`config.mk`:
```
export PLATFORM = sky130hd
export DESIGN_NAME = regfile_bist
export DESIGN_NICKNAME = d
export VERILOG_FILES = /design/src/rtl/regfile_bist_pkg.sv /design/src/rtl/regfile_bist.sv
export SDC_FILE = /design/constraint.sdc
export NUM_CORES = 1
export LEC_CHECK = 0
export ABC_AREA = 1
export ABC_CLOCK_PERIOD_IN_PS = 3650
export BUFFER_PORTS_ARGS = -buffer_cell sky130_fd_sc_hd__buf_2
export CORE_UTILIZATION = 55
export DETAILED_ROUTE_END_ITERATION = 12
export MAX_ROUTING_LAYER = met4
export PLACE_DENSITY = 0.87
export SKIP_LAST_GASP = 1
export SLEW_MARGIN = 30
export SYNTH_ARGS = -nofsm -noshare
export SYNTH_HDL_FRONTEND = slang
export SYNTH_SLANG_ARGS = --single-unit
export TNS_END_PERCENT = 50
```
`constraint.sdc`:
```
create_clock -name clk -period 3.65 [get_ports clk]
set_input_delay 0.73 -clock clk [delete_from_list [all_inputs] [get_ports clk]]
set_output_delay 0.73 -clock clk [all_outputs]
set_load 0.05 [all_outputs]
```
`src/rtl/regfile_bist_pkg.sv`:
```
// regfile_bist_pkg: FSM states, test patterns and pattern lookup for regfile_bist.
// REGFILE_BIST_ADDR_PATTERN_EN adds pattern 4 (data = address) to catch decode aliasing.
package regfile_bist_pkg;
  typedef enum logic [1:0] {IDLE, WRITE, READ, DONE} state_e;
  localparam logic [31:0] PAT0 = 32'h0000_0000;
  localparam logic [31:0] PAT1 = 32'hFFFF_FFFF;
  localparam logic [31:0] PAT2 = 32'hAAAA_AAAA;
  localparam logic [31:0] PAT3 = 32'h5555_5555;
`ifdef REGFILE_BIST_ADDR_PATTERN_EN
  localparam int NUM_PATS = 5;
`else
  localparam int NUM_PATS = 4;
`endif
  function automatic logic [31:0] pat_data(input logic [2:0] idx, input logic [31:0] addr);
    return idx == 3'd0 ? PAT0 : idx == 3'd1 ? PAT1 : idx == 3'd2 ? PAT2 : idx == 3'd3 ? PAT3 : addr;
  endfunction
endpackage

```
`src/rtl/regfile_bist.sv`:
```
// regfile_bist: write/read-back self-test of a register bank with first-failure capture.
// REGFILE_BIST_ADDR_PATTERN_EN (in regfile_bist_pkg) enables the address-as-data pattern.
module regfile_bist
  import regfile_bist_pkg::*;
#(
  parameter int NUM_REGS = 32,
  parameter int ADDR_W   = 5,
  parameter int DATA_W   = 32
) (
  input  logic              clk,
  input  logic              rst,
  input  logic              start,
  output logic              busy,
  output logic              done,
  output logic              pass,
  output logic [ADDR_W-1:0] fail_addr,
  output logic [2:0]        fail_pat,
  output logic [DATA_W-1:0] fail_data,
  output logic [ADDR_W-1:0] wr,
  output logic [DATA_W-1:0] wrData,
  output logic              wr_en,
  output logic [ADDR_W-1:0] sr1,
  output logic [ADDR_W-1:0] sr2,
  input  logic [DATA_W-1:0] rdData1,
  input  logic [DATA_W-1:0] rdData2
);
  localparam logic [ADDR_W-1:0] LAST     = ADDR_W'(NUM_REGS - 1);
  localparam logic [2:0]        LAST_PAT = 3'(NUM_PATS - 1);
  state_e            state_q, state_d;
  logic [2:0]        pat_q, pat_d, fail_pat_q, fail_pat_d;
  logic [ADDR_W-1:0] wr_q, wr_d, sr1_q, sr1_d, sr2_q, sr2_d, fail_addr_q, fail_addr_d;
  logic [DATA_W-1:0] wr_data_q, wr_data_d, fail_data_q, fail_data_d, exp1, exp2;
  logic              wr_en_q, wr_en_d, pass_q, pass_d, mis1, mis2;

  always_ff @(posedge clk or negedge rst)
    if (!rst) begin
      state_q     <= IDLE;
      pat_q       <= '0;
      wr_q        <= '0;
      wr_data_q   <= '0;
      wr_en_q     <= 1'b0;
      sr1_q       <= '0;
      sr2_q       <= '0;
      pass_q      <= 1'b0;
      fail_addr_q <= '0;
      fail_pat_q  <= '0;
      fail_data_q <= '0;
    end else begin
      state_q     <= state_d;
      pat_q       <= pat_d;
      wr_q        <= wr_d;
      wr_data_q   <= wr_data_d;
      wr_en_q     <= wr_en_d;
      sr1_q       <= sr1_d;
      sr2_q       <= sr2_d;
      pass_q      <= pass_d;
      fail_addr_q <= fail_addr_d;
      fail_pat_q  <= fail_pat_d;
      fail_data_q <= fail_data_d;
    end

  assign exp1 = DATA_W'(pat_data(pat_q, 32'(sr1_q)));
  assign exp2 = DATA_W'(pat_data(pat_q, 32'(sr2_q)));
  assign mis1 = rdData1 != exp1;
  assign mis2 = rdData2 != exp2;

  // Bank-side outputs are computed one cycle ahead so they line up with the state they belong to.
  always_comb begin
    state_d     = state_q;
    pat_d       = pat_q;
    wr_en_d     = 1'b0;
    wr_d        = '0;
    wr_data_d   = '0;
    sr1_d       = '0;
    sr2_d       = '0;
    pass_d      = pass_q;
    fail_addr_d = fail_addr_q;
    fail_pat_d  = fail_pat_q;
    fail_data_d = fail_data_q;
    case (state_q)
      IDLE: if (start) begin
        state_d     = WRITE;
        pat_d       = '0;
        wr_en_d     = 1'b1;
        wr_data_d   = DATA_W'(pat_data(3'd0, 32'd0));
        pass_d      = 1'b0;
        fail_addr_d = '0;
        fail_pat_d  = '0;
        fail_data_d = '0;
      end
      WRITE: if (wr_q == LAST) begin
        state_d = READ;
        sr2_d   = ADDR_W'(1);
      end else begin
        wr_en_d   = 1'b1;
        wr_d      = wr_q + ADDR_W'(1);
        wr_data_d = DATA_W'(pat_data(pat_q, 32'(wr_d)));
      end
      READ: if (mis1 || mis2) begin
        state_d     = DONE;
        fail_addr_d = mis1 ? sr1_q : sr2_q;
        fail_data_d = mis1 ? rdData1 : rdData2;
        fail_pat_d  = pat_q;
      end else if (sr2_q != LAST) begin
        sr1_d = sr1_q + ADDR_W'(2);
        sr2_d = sr2_q + ADDR_W'(2);
      end else if (pat_q == LAST_PAT) begin
        state_d = DONE;
        pass_d  = 1'b1;
      end else begin
        state_d   = WRITE;
        pat_d     = pat_q + 3'd1;
        wr_en_d   = 1'b1;
        wr_data_d = DATA_W'(pat_data(pat_d, 32'd0));
      end
      default: state_d = IDLE;
    endcase
  end

  assign busy      = state_q == WRITE || state_q == READ;
  assign done      = state_q == DONE;
  assign pass      = pass_q;
  assign fail_addr = fail_addr_q;
  assign fail_pat  = fail_pat_q;
  assign fail_data = fail_data_q;
  assign wr        = wr_q;
  assign wrData    = wr_data_q;
  assign wr_en     = wr_en_q;
  assign sr1       = sr1_q;
  assign sr2       = sr2_q;
endmodule
```
==> results_dict.tcl <==
set metrics [dict create \
    yosys.area.top_type_share 0.374 \
    finalCritPeriodShare 0.858 \
    worstPathArrival_ps 3380 \
    tightest_slew_ps 629 \
    numCtsBuffers 9 \
    grt_overflow_total 0 \
    crit_path_start "pat_q[0]$_DFFE_PN0P_" \
    cts_resized 0 \
    yosysWarnings 0 \
    route.detailed.drc 0 \
    diodes 0 \
    synth_fa_ha_area_frac 0.0440 \
    portBuffers 156 \
    layout_commonest_cell "nand2_1" \
    synth_area_mm2 0.00455 \
    power_density_mw_per_mm2 753 \
    irDropWorstVdd_v 0.000495 \
    coreArea_mm2 0.00785 \
    synth_xor_area_frac 0.00578 \
    antenna_left 0 \
    slew-limit-headroom 0.581 \
    dpl_cell_area_mm2 0.00518 \
    r2r-start "pat_q[0]$_DFFE_PN0P_" \
    fin_ws_ps 517 \
    drive_gt1_frac 0.241 \
    synth_mux_area_frac 0 \
    syn_to_final_growth_pct 18.0 \
    synth-compound-area-share 0.0748 \
    critPathRequiredTime_ps 3890 \
    final_cell_area_mm2 0.00537 \
    start_util 0.580 \
    fp.dieH_um 92.9 \
    grt_max_degree 69 \
    hold_viol 0 \
    synthSimpleGateAreaFrac 0.383 \
    clock_sinks 68 \
    power.total_uw 4040 \
    cts_hold_buf 0 \
    ys_ff_latch 68 \
    clkTransAtPathRegs_ps 70 \
    globalplace.congestion 0.940 \
    wl_per_cell_um 13.8 \
    io_pins 158 \
    antenna_found_initial 0 \
    vias_per_cell 5.30 \
    final_max_slew_viol_count 0 \
    synth_largest_area_cell "dfrtp_1" \
    crit_path_start_kind "flop" \
    worstSetupPathType "flop to flop" \
    rsz0062_at_grt "false" \
    leakagePower_uw 0.00314 \
    fin_crit_ps 3130 \
    ys_seq_area_frac 0.374 \
    cap_violations 0 \
    yosysUniqueCellTypes 34 \
    vias 4806 \
    synthTopCellsByArea "dfrtp_1 37%, nand2_1 24%, nand3_1 5.1%" \
    first_pass_iters 8 \
    syn_inst 676 \
    place_hpwl_um 9260 \
    htreeDepth 3 \
    grt_usage 0.303 \
    fin_setup_tns_ps 0 \
    avgSynthCellArea_um2 6.73 \
    cts_tree "built" \
    nNetsFinal 884 \
    grt_first_pass_wirelength_um 19800 \
    fmax_mhz 319 \
    clock_skew_ps 8.23 \
    finish.utilization 0.684 \
    final_cell_mix "286 x nand2_1, 156 x buf_2, 68 x dfrtp_1, 58 x nor2_1, 48 x inv_1" \
    synth_top_family_by_area "simple AND/OR/NAND/NOR gates" \
    setup.worst_path.end_class "flop" \
    num_rows 32 \
    setup_viol 0 \
    post-place-ws_ps 607 \
    post_cts_buffers 0 \
    status "finished, final reports clean" \
    grt_pass1_vias 4230 \
    clockRootBuffer "clkbuf_8" \
    syn_nets 759 \
    crit_fanout 24 \
    die_area_mm2 0.00864 \
    holdCritPathClass "primary input to async pin" \
    drt_iter0_drc 416 \
    wl_um 12500 \
    die_x_um 92.9 \
    cts.path.max_buffers 2 \
    clk-insertion-delay-late_ps 350 \
]
[layer usage]
layer,vias to the layer above,part of all wire,track usage,wire [µm]
met5,-,0,-,0
li1,2337,-,-,-
met4,0,0.023,0.124,283
met2,224,0.47,0.468,5890
met1,2213,0.43,0.388,5330
met3,32,0.079,0.0657,983
[through the flow]
step                      hold slack (ps)  std cells
after floorplan                       434        676
after global placement                462        892
after detailed placement              461        892
after CTS                             487        907
after global routing                  512        907
final                                 480        907
[path summary, 6_finish.rpt]
| kind | cells past startpoint | end | slack, ps |
|---|---|---|---|
| setup reg to reg | 17 | fail_data[3]$_DFFE_PN0P_ | 520 |
| min in group clk | 2 | fail_data[28]$_DFFE_PN0P_ | 480 |
| setup / recovery | 17 | fail_data[3]$_DFFE_PN0P_ | 520 |
| hold reg to reg | 2 | fail_data[28]$_DFFE_PN0P_ | 480 |
| max in group asynchronous | 2 | fail_data[22]$_DFFE_PN0P_ | 2750 |
| hold / removal | 2 | wrData[2]$_DFF_PN0_ | 480 |
[Yosys cell counts]
library cell	count
o21a_1	1
nor2_4	2
o21ai_1	19
nand3_1	46
inv_1	48
ha_1	16
conb_1	1
nand3b_1	1
nor3b_1	1
clkbuf_1	5
nand2_1	286
dfrtp_1	68
nand3_4	1
nor2_1	58
nand2_2	4
nand2_4	1
buf_6	5
o211ai_1	3
nand4_1	7
or2_2	3
buf_4	27
nor3_1	5
buf_1	2
nor4_1	1
nand3b_2	1
xor2_1	2
inv_2	6
clkinv_1	1
a21oi_1	14
nand3_2	2
buf_2	8
and3_1	1
xnor2_1	1
o21ai_0	29
[logic make-up (layout without fill, tap and decap cells)]
family	count (synthesis)	in the layout
compound gates	66	66
xor+xnor	3	3
fa+ha+maj	16	16
buf+inv	102	231
flops	68	68
other cells	1	1
simple gates	420	420
[worst max-delay path, stage by stage, from the launching register on]
cell and delay, ps:
dfrtp_1 490, ha_1 240, ha_1 270, clkinv_1 270, nand2_1 120, nand2_1 50
nand2_1 70, nand2_1 60, nand2_1 60, nand2_1 60, nor2_1 110, nand2_1 90
nor2_4 160, nand3_2 120, nand2_2 400, inv_2 260, nand2_1 140, nand2_1 60
[registers in the layout, indices dropped and copies added (netlist names)]
register,cells
fail_addr,5
fail_data,32
fail_pat,3
pass,1
pat_q,3
sr1,4
sr2,5
state_q,2
wr,5
wrData,7
wr_en,1
[cell type report]
type                            instances  area, µm²
Clock buffer                           11        131
Clock inverter                          4       51.3
Fill cell                             732       2480
Inverter                               55        206
Multi-Input combinational cell        506       2310
Sequential cell                        68       1700
Tap cell                              102        128
Timing Repair Buffer                  161        835
[power by group]
part           internal, µW  total (µW)  switching [µW]
Sequential              966        1110             148
Clock                   312         602             290
Combinational           532        2330            1800
(Power assumes the default switching activity.)
